--- src/rtl/gpio_link_rx.sv ---
// gpio_link_rx: synchronizes and debounces the two raw link lines, emits rise pulses and a per-frame move latch.
// Optional stuck-line detection is built when the macro GPIO_RX_STUCK_DET_EN is defined.

module gpio_link_rx_chan #(
    parameter int DEBOUNCE_CYCLES = 400
) (
    input  logic clk,
    input  logic rst,
    input  logic raw_i,
    output logic level_o,
    output logic rise_o
);
    localparam int CW = $clog2(DEBOUNCE_CYCLES + 1);
    localparam logic [CW:0] LAST = (CW + 1)'(DEBOUNCE_CYCLES - 1);

    typedef enum logic [1:0] {IDLE_LOW, PEND_HIGH, IDLE_HIGH, PEND_LOW} state_t;

    state_t        state_q, state_d;
    logic [CW-1:0] cnt_q, cnt_d;
    logic          s1_q, s2_q;
    logic          level_q, level_d;
    logic          rise_q, rise_d;
    logic [CW:0]   cnt_inc;
    logic          done;

    // Acceptance is judged on the incremented count, so a stable run of
    // DEBOUNCE_CYCLES synchronized samples commits the new level.
    assign cnt_inc = {1'b0, cnt_q} + (CW + 1)'(1);
    assign done    = (cnt_inc >= LAST);

    always_comb begin
        state_d = state_q;
        cnt_d   = cnt_q;
        level_d = level_q;
        rise_d  = 1'b0;
        case (state_q)
            IDLE_LOW: if (s2_q) begin
                state_d = PEND_HIGH;
                cnt_d   = '0;
            end
            PEND_HIGH: begin
                if (!s2_q) begin
                    state_d = IDLE_LOW;
                    cnt_d   = '0;
                end else if (done) begin
                    state_d = IDLE_HIGH;
                    cnt_d   = '0;
                    level_d = 1'b1;
                    rise_d  = 1'b1;
                end else begin
                    cnt_d = cnt_inc[CW-1:0];
                end
            end
            IDLE_HIGH: if (!s2_q) begin
                state_d = PEND_LOW;
                cnt_d   = '0;
            end
            PEND_LOW: begin
                if (s2_q) begin
                    state_d = IDLE_HIGH;
                    cnt_d   = '0;
                end else if (done) begin
                    state_d = IDLE_LOW;
                    cnt_d   = '0;
                    level_d = 1'b0;
                end else begin
                    cnt_d = cnt_inc[CW-1:0];
                end
            end
            default: begin
                state_d = IDLE_LOW;
                cnt_d   = '0;
            end
        endcase
    end

    always_ff @(posedge clk) begin
        if (rst) begin
            s1_q    <= 1'b0;
            s2_q    <= 1'b0;
            state_q <= IDLE_LOW;
            cnt_q   <= '0;
            level_q <= 1'b0;
            rise_q  <= 1'b0;
        end else begin
            s1_q    <= raw_i;
            s2_q    <= s1_q;
            state_q <= state_d;
            cnt_q   <= cnt_d;
            level_q <= level_d;
            rise_q  <= rise_d;
        end
    end

    assign level_o = level_q;
    assign rise_o  = rise_q;
endmodule

module gpio_link_rx #(
    parameter int DEBOUNCE_CYCLES = 400,
    parameter int STUCK_FRAMES    = 120
) (
    input  logic       clk,
    input  logic       rst,
    input  logic       gpio_left_in,
    input  logic       gpio_right_in,
    input  logic       v_tick,
    output logic       left_level,
    output logic       right_level,
    output logic       left_rise,
    output logic       right_rise,
    output logic       move_left,
    output logic       move_right,
    output logic [1:0] stuck
);
    if (DEBOUNCE_CYCLES < 1 || DEBOUNCE_CYCLES > 65535) begin : g_bad_debounce
        $error("gpio_link_rx: DEBOUNCE_CYCLES out of range");
    end
    if (STUCK_FRAMES < 1 || STUCK_FRAMES > 255) begin : g_bad_stuck
        $error("gpio_link_rx: STUCK_FRAMES out of range");
    end

    // Channel 1 is the left line, channel 0 the right, matching the stuck bit order.
    logic [1:0] raw, level, rise, lvl_eff, stuck_w;
    logic       v_prev_q, frame_edge;
    logic       move_l_q, move_l_d, move_r_q, move_r_d;

    assign raw = {gpio_left_in, gpio_right_in};

    for (genvar c = 0; c < 2; c++) begin : g_chan
        gpio_link_rx_chan #(.DEBOUNCE_CYCLES(DEBOUNCE_CYCLES)) u_chan (
            .clk     (clk),
            .rst     (rst),
            .raw_i   (raw[c]),
            .level_o (level[c]),
            .rise_o  (rise[c])
        );
    end

    assign frame_edge = v_tick & ~v_prev_q;

`ifdef GPIO_RX_STUCK_DET_EN
    localparam int FW = $clog2(STUCK_FRAMES + 1);
    localparam logic [FW-1:0] SF_MAX = FW'(STUCK_FRAMES);

    for (genvar c = 0; c < 2; c++) begin : g_stuck
        logic [FW-1:0] fc_q, fc_d;

        always_comb begin
            fc_d = fc_q;
            if (!level[c])
                fc_d = '0;
            else if (frame_edge && fc_q < SF_MAX)
                fc_d = fc_q + FW'(1);
        end

        always_ff @(posedge clk) begin
            if (rst) fc_q <= '0;
            else     fc_q <= fc_d;
        end

        // Gated by level so the flag drops the same cycle the line is released.
        assign stuck_w[c] = level[c] && (fc_q == SF_MAX);
    end

    assign lvl_eff = level & ~stuck_w;
`else
    assign stuck_w = 2'b00;
    assign lvl_eff = level;
`endif

    // Registered levels feed the latch, so a level committed on the frame edge
    // itself is only seen at the following frame.
    always_comb begin
        move_l_d = move_l_q;
        move_r_d = move_r_q;
        if (frame_edge) begin
            move_l_d = lvl_eff[1] & ~lvl_eff[0];
            move_r_d = lvl_eff[0] & ~lvl_eff[1];
        end
    end

    always_ff @(posedge clk) begin
        if (rst) begin
            v_prev_q <= 1'b1;
            move_l_q <= 1'b0;
            move_r_q <= 1'b0;
        end else begin
            v_prev_q <= v_tick;
            move_l_q <= move_l_d;
            move_r_q <= move_r_d;
        end
    end

    assign left_level  = level[1];
    assign right_level = level[0];
    assign left_rise   = rise[1];
    assign right_rise  = rise[0];
    assign move_left   = move_l_q;
    assign move_right  = move_r_q;
    assign stuck       = stuck_w;
endmodule

--- config.mk ---
export PLATFORM = sky130hd
export DESIGN_NAME = gpio_link_rx
export DESIGN_NICKNAME = d
export VERILOG_FILES = /design/src/rtl/gpio_link_rx.sv
export SDC_FILE = /design/constraint.sdc
export NUM_CORES = 1
export LEC_CHECK = 0
export BUFFER_PORTS_ARGS = -buffer_cell sky130_fd_sc_hd__buf_2
export CAP_MARGIN = 20
export CORE_MARGIN = 2
export CORE_UTILIZATION = 62
export CTS_BUF_LIST = sky130_fd_sc_hd__clkbuf_8
export DETAILED_ROUTE_END_ITERATION = 16
export PLACE_DENSITY = 0.81
export SYNTH_ARGS = -nofsm -noshare
export SYNTH_HDL_FRONTEND = slang
export SYNTH_SLANG_ARGS = --single-unit
export TNS_END_PERCENT = 5
--- constraint.sdc ---
create_clock -name clk -period 2.75 [get_ports clk]
set_input_delay 0.55 -clock clk [delete_from_list [all_inputs] [get_ports clk]]
set_output_delay 0.55 -clock clk [all_outputs]
set_load 0.03 [all_outputs]
; Word level (Yosys, flattened, before mapping)
; Cells that the tools add are included.
[classes]
eq_ne = 22
n_addsub = 2
mul = 0
n_mux = 38
reduce_logical = 12
n_div = 0
bitwise_logic = 10
magnitude_cmp = 2
shift = 0
[op_table]
columns = operator, count
row1 = $mux W9, 10
row2 = $pmux W9 S4, 2
row3 = $mux W2, 12
row4 = $add A9 B1 Y10 const B, 2
row5 = $ge A10 B9 Y1 const B, 2
row6 = $ne A2 B1 Y1 const B, 8
row7 = $pmux W2 S4, 2
row8 = $mux W1, 10
row9 = $reduce_and A5 Y1, 2
row10 = $eq A2 B2 Y1 const B, 4
row11 = $ne A2 B2 Y1 const B, 4
row12 = $reduce_and A4 Y1, 2
row13 = $not A1 Y1, 7
row14 = $ne A3 B1 Y1 const B, 2
row15 = $ne A3 B3 Y1 const B, 2
row16 = $reduce_or A3 Y1, 2
row17 = $eq A2 B1 Y1 const B, 2
row18 = $logic_not A2 Y1, 2
row19 = $pmux W1 S2, 2
row20 = $reduce_and A2 Y1, 2
row21 = $reduce_bool A2 Y1, 2
row22 = $and A1 B1 Y1, 3
[totals]
ff_bits = 33
output_inout_bits = 8
rom_bits = 0
word_cells = 101
inputBits = 5
mem_bits_rw = 0
latchBits = 0
n_memories = 0

; Depth between registers and ports, before layout
; Gate-level depths: netlist (run 1).
[logic_depth]
ltp_word = 5
ltp_mapped = 8
ltp_nobuf = 7

; Hierarchy
; From an unflattened synthesis (run 1), not the netlist that was laid out.
[unflattened]
hier_cells = 226
area_unflattened_um2 = 1983.2
[by_module_without_submodules]
columns = module, area_per_inst_um2, n_inst, cells_each, seq_area_each_um2
row1 = gpio_link_rx_chan, 923.4, 2, 106, 300.3
row2 = gpio_link_rx, 136.4, 1, 14, 60.1

; Least setup slack after synthesis (run 1)
; Ideal clock, no wire load.
[synth_timing]
path_kind = register to register
startpoint = reg g_chan[1].u_chan.cnt_q[0]
endpoint = reg g_chan[1].u_chan.cnt_q[8]
setup_time_ns = 0.074
t_arrival_ns = 1.965
synth_period_minus_slack_ns = 2.039
setup_slack_ns = 0.711
path_stages_with_launch = 8
path_buffers = 0
required_ns = 2.676
cell_sequence = dfxtp_1 ha_1 and3_4 nor4_1 a31oi_1 o32ai_4 or4b_1 a31oi_1
[synth_between]
elab_chain_len = 5
elab_cells_between_ends = 6
cone_classes = add/sub: 1 / order compare: 1 / mux: 4
[synth_rtl]
columns = item, line
row1 = from (decl), 19  ; logic [CW-1:0] cnt_q, cnt_d;
row2 = from (signal assigned), 89  ; cnt_q <= cnt_d;
row3 = $add A9 B1 Y10 *, 28  ; assign cnt_inc = {1'b0, cnt_q} + (CW + 1)'(1);
row4 = $ge A10 B9 Y1, 29  ; assign done = (cnt_inc >= LAST);
row5 = $mux W9 *, "45, 62"
row6 = "$mux W9, on equally long branches", "59, 42"
row7 = $pmux W9 S4 *, 36  ; case (state_q)
; Every way passes the cells marked *; elsewhere a longest branch is shown, timed or not.
; A chain may end at the register's enable or synchronous reset.

; Final worst setup path (run 1)
[layout_timing]
startpoint = reg g_chan[0].u_chan.cnt_q[0]
endpoint = reg g_chan[0].u_chan.cnt_q[6]
[layout_between]
elab_chain_len = 5
elab_cells_between_ends = 6
cone_classes = add/sub: 1 / order compare: 1 / mux: 4
[layout_rtl]
columns = item, line
row1 = from (decl), 19
row2 = from (signal assigned), 89
row3 = $add A9 B1 Y10 *, 28
row4 = $ge A10 B9 Y1, 29
row5 = $mux W9 *, "45, 62"
row6 = "$mux W9, on equally long branches", "59, 42"
row7 = $pmux W9 S4 *, 36
; Marked as above.

==> flow_summary.yaml, run 1 <==
drt:
  ant_nets: 0
  drc_errors: 0
  vias: 1675
  drtPass1Iterations: 5
  routed_wl_microns: 3860
  viasPerCell: 6.11
  drtIter0Drc: 86
  wire_per_inst_microns: 14.1
grt:
  first_global_vias: 1501
  grt_pass1_wl_microns: 6570
  antenna_found_initial: 0
  track_usage: 0.246
  grt.overflow.total: 0
  grt_max_degree: 36
place:
  place_area_sq_mm: 0.00191
  dpl.hpwl_microns: 2580
  gp_congestion: 0.887
  port_buffers: 10
  dpl_worst_slack_ns: 0.470
pwr:
  power_density_mw_per_mm2: 503
  seqPwrFrac: 0.481
  switching_share: 0.223
  p_clk_frac: 0.471
  totalPowerFinal_uw: 1020
  combPwrFrac: 0.047
  switching_power_uw: 228
  ir_drop_mv: 0.429
  p_leak_uw: 0.000737
  p_int_uw: 795
timing:
  worst_slack_ns: 0.426
  tightest_slew_ns: 0.681
  hold_viol: 0
  rsz0062_at_grt: "false"
  setup_viol: 0
  fin_crit_ns: 2.32
  clock_skew_ns: 0.00640
  period_share: 0.845
  slew-limit-headroom: 0.544
  fmax_ghz: 0.430
  slew_violations: 0
  setup-tns-final_ns: 0
die:
  die-area_sq_mm: 0.00352
  initial_utilization: 0.637
  die_h_microns: 59.3
  io_pins: 13
  fp.dieW_microns: 59.3
  core_sq_mm: 0.00298
  num_rows: 20
yosys:
  syn_area_sq_mm: 0.00190
  netlist_instances: 239
  yosysTopAreaCell: "dfxtp_1"
  ys_seq_area_frac: 0.348
  ys_top_cells_by_area: "dfxtp_1 35%, nand2_1 5.5%, a31oi_1 4.6%"
  synth-main-ff-cell: "dfxtp_1"
  syn_avg_cell_area_sq_um: 7.94
  post_synth_most_frequent_cells: "33 x dfxtp_1, 28 x nand2_1, 18 x nor2_1, 14 x a31oi_1, 14 x nand3_1"
  synth_top_cell_area_share: 0.348
  synth.distinct_cells: 45
  ys_ff_latch: 33
  async_flop_share: 0
  yosysMostFrequentCell: "dfxtp_1"
  ys_warn_count: 0
  synth_edf_count: 0
clock_tree:
  hold_buffers: 0
  cts_tree: "built"
  clock-sinks: 33
  insertion_delay_ns: 0.29
  h-tree-depth: 2
  postCtsResizedCells: 0
  postCtsSetupBuffers: 0
  clk_path_buf_depth: 2
  cts-root-buf: "clkbuf_8"
  clk_pin_slew_ns: 0.07
  cts_buffers: 5
status:
  status: "completed"
layout:
  insertedDiodeCount: 0
  drive_gt1_frac: 0.108
  final_nets: 249
  design_area_sq_mm: 0.00203
  area_delta_synth_final_pct: 7.19
min_path:
  holdCritStartpoint: "g_chan[0].u_chan.s1_q$_SDFF_PP0_"
  hold_path.class: "flip-flop to flip-flop"
  worstHoldEndpoint: "g_chan[0].u_chan.s2_q$_SDFF_PP0_"
  whs_path_depth: 1
worst_setup_path:
  crit_type: "flip-flop to flip-flop"
  critPathMaxFanout: 10
  reg2regPathDepth: 8
  startpoint_type: "flip-flop"
  r2r_setup_slack_ns: 0.43
  cp-end-kind: "flip-flop"
  r2r_start: "g_chan[0].u_chan.cnt_q[0]$_SDFFE_PP0P_"
  cp.required_ns: 2.97
  worstPathArrival_ns: 2.54
  worstReg2RegEnd: "g_chan[0].u_chan.cnt_q[6]$_SDFFE_PP0P_"
run:
  max-cap-violations: 0
[state kept, by name, indices dropped and copies added (netlist names), named ones only]
register               cells
g_chan.u_chan.cnt_q       18
g_chan.u_chan.level_o      2
g_chan.u_chan.rise_o       2
g_chan.u_chan.s1_q         2
g_chan.u_chan.s2_q         2
g_chan.u_chan.state_q      2
move_left                  1
move_right                 1
v_prev_q                   1
[per-stage QoR]
stage / cells / hold slack, ns / util
6_report: 274 / 0.442 / 0.683
5_1_grt: 274 / 0.461 / 0.683
4_1_cts: 274 / 0.446 / 0.683
3_5_place_dp: 266 / 0.430 / 0.642
3_3_place_gp: 266 / 0.418 / 0.642
2_1_floorplan: 240 / 0.414 / -
[cells in the final DEF (no fill, tap or decap), types with 5 or more instances in the layout]
cell,instances
dfxtp_1,33
nand2_1,28
nor2_1,18
nand3_1,14
a31oi_1,14
a21oi_1,13
nor2b_1,12
nand4_1,11
buf_2,10
nand2b_1,6
nor3_1,6
clkbuf_8,6
inv_1,5
nand4b_1,5
[cell families after synthesis]
kind of cell / after synthesis / share of synthesized area
compound gates: 42 / 0.152
xor+xnor: 7 / 0.0323
fa+ha+maj: 4 / 0.0264
buf+inv: 24 / 0.0594
flops: 33 / 0.348
mux: 3 / 0.0158
other cells: 1 / 0.00198
simple gates: 125 / 0.363
[worst max-delay path, cell delays in order (launching register included)]
cell      delay, ns
dfxtp_1        0.38
ha_1           0.31
and3_1         0.26
nor4_1         0.23
o221ai_1       0.22
a21oi_1        0.32
buf_4          0.24
nand4_1        0.11
a31oi_1        0.19
[power groups by stage]
stage	Combinational, uW	Clock [uW]	Sequential (uW)
2_1_floorplan	33.2	0	508
3_3_place_gp	47.6	0	503
3_5_place_dp	48.3	0	504
4_1_cts	48.6	490	493
5_1_grt	52.4	509	494
6_report	48.5	482	493
[worst max path at each step]
stage	startpoint	endpoint	slack [ns]
floorplan	g_chan[1].u_chan.cnt_q[0]$_SDFFE_PP0P_	g_chan[1].u_chan.cnt_q[8]$_SDFFE_PP0P_	0.71
global route	g_chan[0].u_chan.cnt_q[1]$_SDFFE_PP0P_	g_chan[0].u_chan.cnt_q[4]$_SDFFE_PP0P_	0.24
global placement	g_chan[1].u_chan.cnt_q[1]$_SDFFE_PP0P_	g_chan[1].u_chan.cnt_q[8]$_SDFFE_PP0P_	0.54
detailed placement	g_chan[0].u_chan.cnt_q[0]$_SDFFE_PP0P_	g_chan[0].u_chan.cnt_q[4]$_SDFFE_PP0P_	0.47
CTS	g_chan[0].u_chan.cnt_q[0]$_SDFFE_PP0P_	g_chan[0].u_chan.cnt_q[3]$_SDFFE_PP0P_	0.45
finish	g_chan[0].u_chan.cnt_q[0]$_SDFFE_PP0P_	g_chan[0].u_chan.cnt_q[6]$_SDFFE_PP0P_	0.43
[layout make-up]
class / count / area (sq um)
fill: 244 / 945
clock buffer: 6 / 82.6
inverter: 5 / 18.8
multi-input combinational: 183 / 1130
sequential: 33 / 661
timing repair buffer: 12 / 65.1
tap: 33 / 41.3
clock inverter: 2 / 37.5
[per-layer routing]
layer / wire length (microns) / vias to the layer above / global-route usage
met5: 0 / - / 0
met4: 64 / 0 / 0.0909
met3: 234 / 7 / 0.0611
met2: 1720 / 54 / 0.377
met1: 1830 / 758 / 0.334
li1: - / 856 / -
(Power assumes the default switching activity.)
==> run 2: changes to the inputs <==
CORE_UTILIZATION = 56   (was 62)
PLACE_DENSITY = 0.78   (was 0.81)
clock period = 1.89 ns   (was 2.75 ns; I/O delays follow)
==> flow_summary.yaml, run 2 (synthesized netlist as in run 1, its figures left out) <==
status:
  status: "finished, violations left"
  violations: "negative setup slack"
timing:
  slew-limit-headroom: 0.589
  period_share: 1.02
  fmax_ghz: 0.518
  setup_viol: 1
  rsz0062_at_grt: "true"
  hold_viol: 0
  slew_violations: 0
  clock_skew_ns: 0.00182
  tightest_slew_ns: 0.616
  worst_slack_ns: -0.0394
  fin_crit_ns: 1.93
worst_setup_path:
  crit_chain: "buf_6 > a211o_1 > o21ai_2 > a31oi_2 > o32ai_4 > or4b_1 > a31oi_1"
  cp_slowest_cell: "or4b_1"
  cp-end-kind: "flip-flop"
  critPathMaxFanout: 5
  cp_top_family: "compound AO/OA/AOI/OAI gates"
  crit_type: "flip-flop to flip-flop"
  slowest_delay_ns: 0.46
  worstPathArrival_ns: 2.15
  path_buf_inv: 1
  startpoint_type: "flip-flop"
  cp.required_ns: 2.11
layout:
  layout_commonest_cell: "buf_4"
  largest_reg_flops: 18
  final_nets: 282
  final_cell_mix: "34 x buf_4, 27 x nand2_1, 27 x dfxtp_1"
  insertedDiodeCount: 0
  n_fill_cell: 232
  area_delta_synth_final_pct: 26.1
  drive_gt1_frac: 0.285
  design_area_sq_mm: 0.00239
  top_register: "g_chan.u_chan.cnt_q"
drt:
  drc_errors: 0
  wl_met3_microns: 202
  ant_nets: 0
  vias: 1879
  drtIter0Drc: 89
  drtPass1Iterations: 4
  routed_wl_microns: 4490
  viasPerCell: 5.87
  routed.top_layer: "met4"
  wl_met2_microns: 2100
  drt-met1-wl_microns: 2100
  wire_per_inst_microns: 14.0
die:
  die_h_microns: 62.2
  initial_utilization: 0.578
  core_sq_mm: 0.00328
  fp.dieW_microns: 62.2
  die-area_sq_mm: 0.00387
  io_pins: 13
  num_rows: 21
pwr:
  p_leak_uw: 0.000914
  power_density_mw_per_mm2: 630
  ir_drop_mv: 0.577
grt:
  grt_max_degree: 36
  track_usage: 0.239
  first_global_vias: 1798
  grt_pass1_wl_microns: 7470
  antenna_found_initial: 0
  grt.overflow.total: 0
clock_tree:
  clock-sinks: 33
  h-tree-depth: 2
  cts_buffers: 5
  cts-root-buf: "clkbuf_8"
  clk_path_buf_depth: 2
  cts_tree: "built"
  clk_pin_slew_ns: 0.07
  insertion_delay_ns: 0.29
run:
  max-cap-violations: 0
place:
  dpl.hpwl_microns: 2940
  port_buffers: 10
  place_area_sq_mm: 0.00217
  dpl_worst_slack_ns: -0.102
  gp_congestion: 0.854
min_path:
  hold_path.class: "input pin to flip-flop"
==> run 2: layer usage <==
layer,GRT usage,vias to the layer above
met2,0.398,46
met3,0.0598,8
met1,0.291,901
met5,0,-
li1,-,924
met4,0.111,0
==> run 2: repair_timing <==
item                                    4_1_cts  5_1_grt
setup buffers                                 1        0
hold buffers                                  0        0
endpoints found under the setup margin       10       26
gates resized for setup                       9       13
pin swaps                                     3        6
==> run 2: path summary, 6_finish.rpt <==
| check | slack [ns] | endpoint | startpoint | cells after the start |
|---|---|---|---|---|
| min | 0.28 | v_prev_q$_SDFF_PP1_ | v_tick | 2 |
| min reg2reg | 0.45 | g_chan[0].u_chan.s2_q$_SDFF_PP0_ | g_chan[0].u_chan.s1_q$_SDFF_PP0_ | 1 |
| max | -0.04 | g_chan[1].u_chan.cnt_q[8]$_SDFFE_PP0P_ | g_chan[1].u_chan.cnt_q[1]$_SDFFE_PP0P_ | 7 |
| max reg2reg | -0.04 | g_chan[1].u_chan.cnt_q[8]$_SDFFE_PP0P_ | g_chan[1].u_chan.cnt_q[1]$_SDFFE_PP0P_ | 7 |
==> run 2: layout make-up <==
type	count	area, sq um	area share
clock buffers	6	82.6	0.0345
multi-input cells	183	1210	0.505
flip-flops and latches	33	671	0.280
repair buffers	45	317	0.132
well taps	46	57.6	0.0241
clock inverters	2	37.5	0.0157
inverters	5	18.8	0.00785
==> run 2: power by group <==
part           total (uW)  switching [uW]  internal, uW
combinational        78.1            51.4          26.7
sequential            715            9.63           705
clock                 713             284           429
total                1510             345          1160
==> run 2: through the flow <==
step | hold slack, ns | setup TNS [ns] | total power [uW] | utilization | std cells
floorplan | 0.414 | -0.0728 | 788 | - | 240
global placement | 0.420 | -0.0495 | 807 | 0.662 | 311
detailed placement | 0.431 | -0.246 | 809 | 0.662 | 311
CTS | 0.279 | -0.0763 | 1510 | 0.712 | 320
global route | 0.291 | -1.15 | 1550 | 0.728 | 320
finish | 0.282 | -0.0394 | 1510 | 0.728 | 320
==> run 3: changes to the inputs <==
PLACE_DENSITY = 0.88   (was 0.78)
==> flow_summary.yaml, run 3 (synthesized netlist as in run 1, its figures left out) <==
status:
  status: "finished, violations left"
  violations: "negative setup slack"
layout:
  final_nets: 274
  area_delta_synth_final_pct: 20.4
  design_area_sq_mm: 0.00228
  drive_gt1_frac: 0.257
  top_register: "g_chan.u_chan.cnt_q"
  largest_reg_flops: 18
  insertedDiodeCount: 0
  final_cell_mix: "28 x nand2_1, 28 x dfxtp_1, 25 x buf_4"
drt:
  drtPass1Iterations: 5
  vias: 2018
  drc_errors: 0
  ant_nets: 0
  drtIter0Drc: 160
  viasPerCell: 6.49
  wire_per_inst_microns: 17.3
  routed_wl_microns: 5380
clock_tree:
  insertion_delay_ns: 0.28
  clk_path_buf_depth: 2
  clk_pin_slew_ns: 0.07
  cts_tree: "built"
  cts_buffers: 5
  postCtsSetupBuffers: 0
  cts-root-buf: "clkbuf_8"
  clock-sinks: 33
  h-tree-depth: 2
worst_setup_path:
  slowest_delay_ns: 0.46
  worstPathArrival_ns: 2.18
  cp.required_ns: 2.10
  crit_type: "flip-flop to flip-flop"
  startpoint_type: "flip-flop"
  cp_top_family: "compound AO/OA/AOI/OAI gates"
  crit_chain: "buf_4 > a211o_1 > o21ai_1 > a31oi_1 > o32ai_4 > or4b_1 > a31oi_1"
  reg2regPathDepth: 7
  path_buf_inv: 1
  cp_slowest_cell: "or4b_1"
  critPathMaxFanout: 5
  crit_top_cell: "a31oi_1"
  worst-path-stages: 7
  cp-end-kind: "flip-flop"
timing:
  whs_ns: 0.301
  slew-limit-headroom: 0.583
  fmax_ghz: 0.508
  rsz0062_at_grt: "true"
  setup_viol: 12
  worst_slack_ns: -0.0778
  clock_skew_ns: 0.00719
  tightest_slew_ns: 0.623
  period_share: 1.04
  fin_crit_ns: 1.97
  slew_violations: 0
  hold_viol: 0
  setup-tns-final_ns: -0.451
place:
  dpl_worst_slack_ns: -0.0569
  dpl.hpwl_microns: 2930
  place_area_sq_mm: 0.00212
  port_buffers: 10
  gp_congestion: 0.981
die:
  num_rows: 21
  io_pins: 13
  die_h_microns: 62.2
  initial_utilization: 0.578
  fp.dieW_microns: 62.2
  core_sq_mm: 0.00328
  die-area_sq_mm: 0.00387
pwr:
  ir_drop_mv: 0.591
  p_leak_uw: 0.000861
  power_density_mw_per_mm2: 594
  totalPowerFinal_uw: 1360
min_path:
  hold_path.class: "input pin to flip-flop"
  whs_path_depth: 2
run:
  max-cap-violations: 0
grt:
  grt_pass1_wl_microns: 7770
  grt.overflow.total: 0
  antenna_found_initial: 0
  first_global_vias: 1730
  grt_max_degree: 36
  track_usage: 0.247
==> run 3: what timing repair did <==
item                       CTS  global route
setup endpoints to repair    8            24
hold buffers                 0             0
gates cloned                 0             0
hold endpoints to repair     0             0
pin swaps                    2            10
resized for setup            5            14
==> run 3: metrics by stage <==
stage,util,cells
floorplan,-,240
CTS,0.677,311
finish,0.696,311
detailed placement,0.646,304
global route,0.696,311
global placement,0.646,304
==> run 3: metal layers <==
layer  share of wire  track usage
met5               0            0
met2            0.48        0.412
met1            0.39        0.299
met3           0.083       0.0435
met4           0.047        0.147
==> run 3: layout make-up <==
cell class                      instances  area, sq um
Clock buffer                            6         82.6
Clock inverter                          1         7.51
Fill cell                             199         1000
Inverter                                5         18.8
Multi-Input combinational cell        183         1190
Sequential cell                        33          667
Tap cell                               46         57.6
Timing Repair Buffer                   37          260
==> run 3: final timing paths <==
| kind | start | end | slack (ns) |
|---|---|---|---|
| max | g_chan[1].u_chan.cnt_q[1]$_SDFFE_PP0P_ | g_chan[1].u_chan.cnt_q[8]$_SDFFE_PP0P_ | -0.08 |
| min | v_tick | v_prev_q$_SDFF_PP1_ | 0.30 |
| max reg2reg | g_chan[1].u_chan.cnt_q[1]$_SDFFE_PP0P_ | g_chan[1].u_chan.cnt_q[8]$_SDFFE_PP0P_ | -0.08 |
| min reg2reg | g_chan[1].u_chan.s1_q$_SDFF_PP0_ | g_chan[1].u_chan.s2_q$_SDFF_PP0_ | 0.46 |
==> run 3: power by group <==
group	switching, uW	internal, uW	leakage [uW]	total (uW)
Combinational	55.5	27.2	0.000548	82.7
Sequential	12.0	706	0.000270	718
Clock	268	288	0.0000433	556
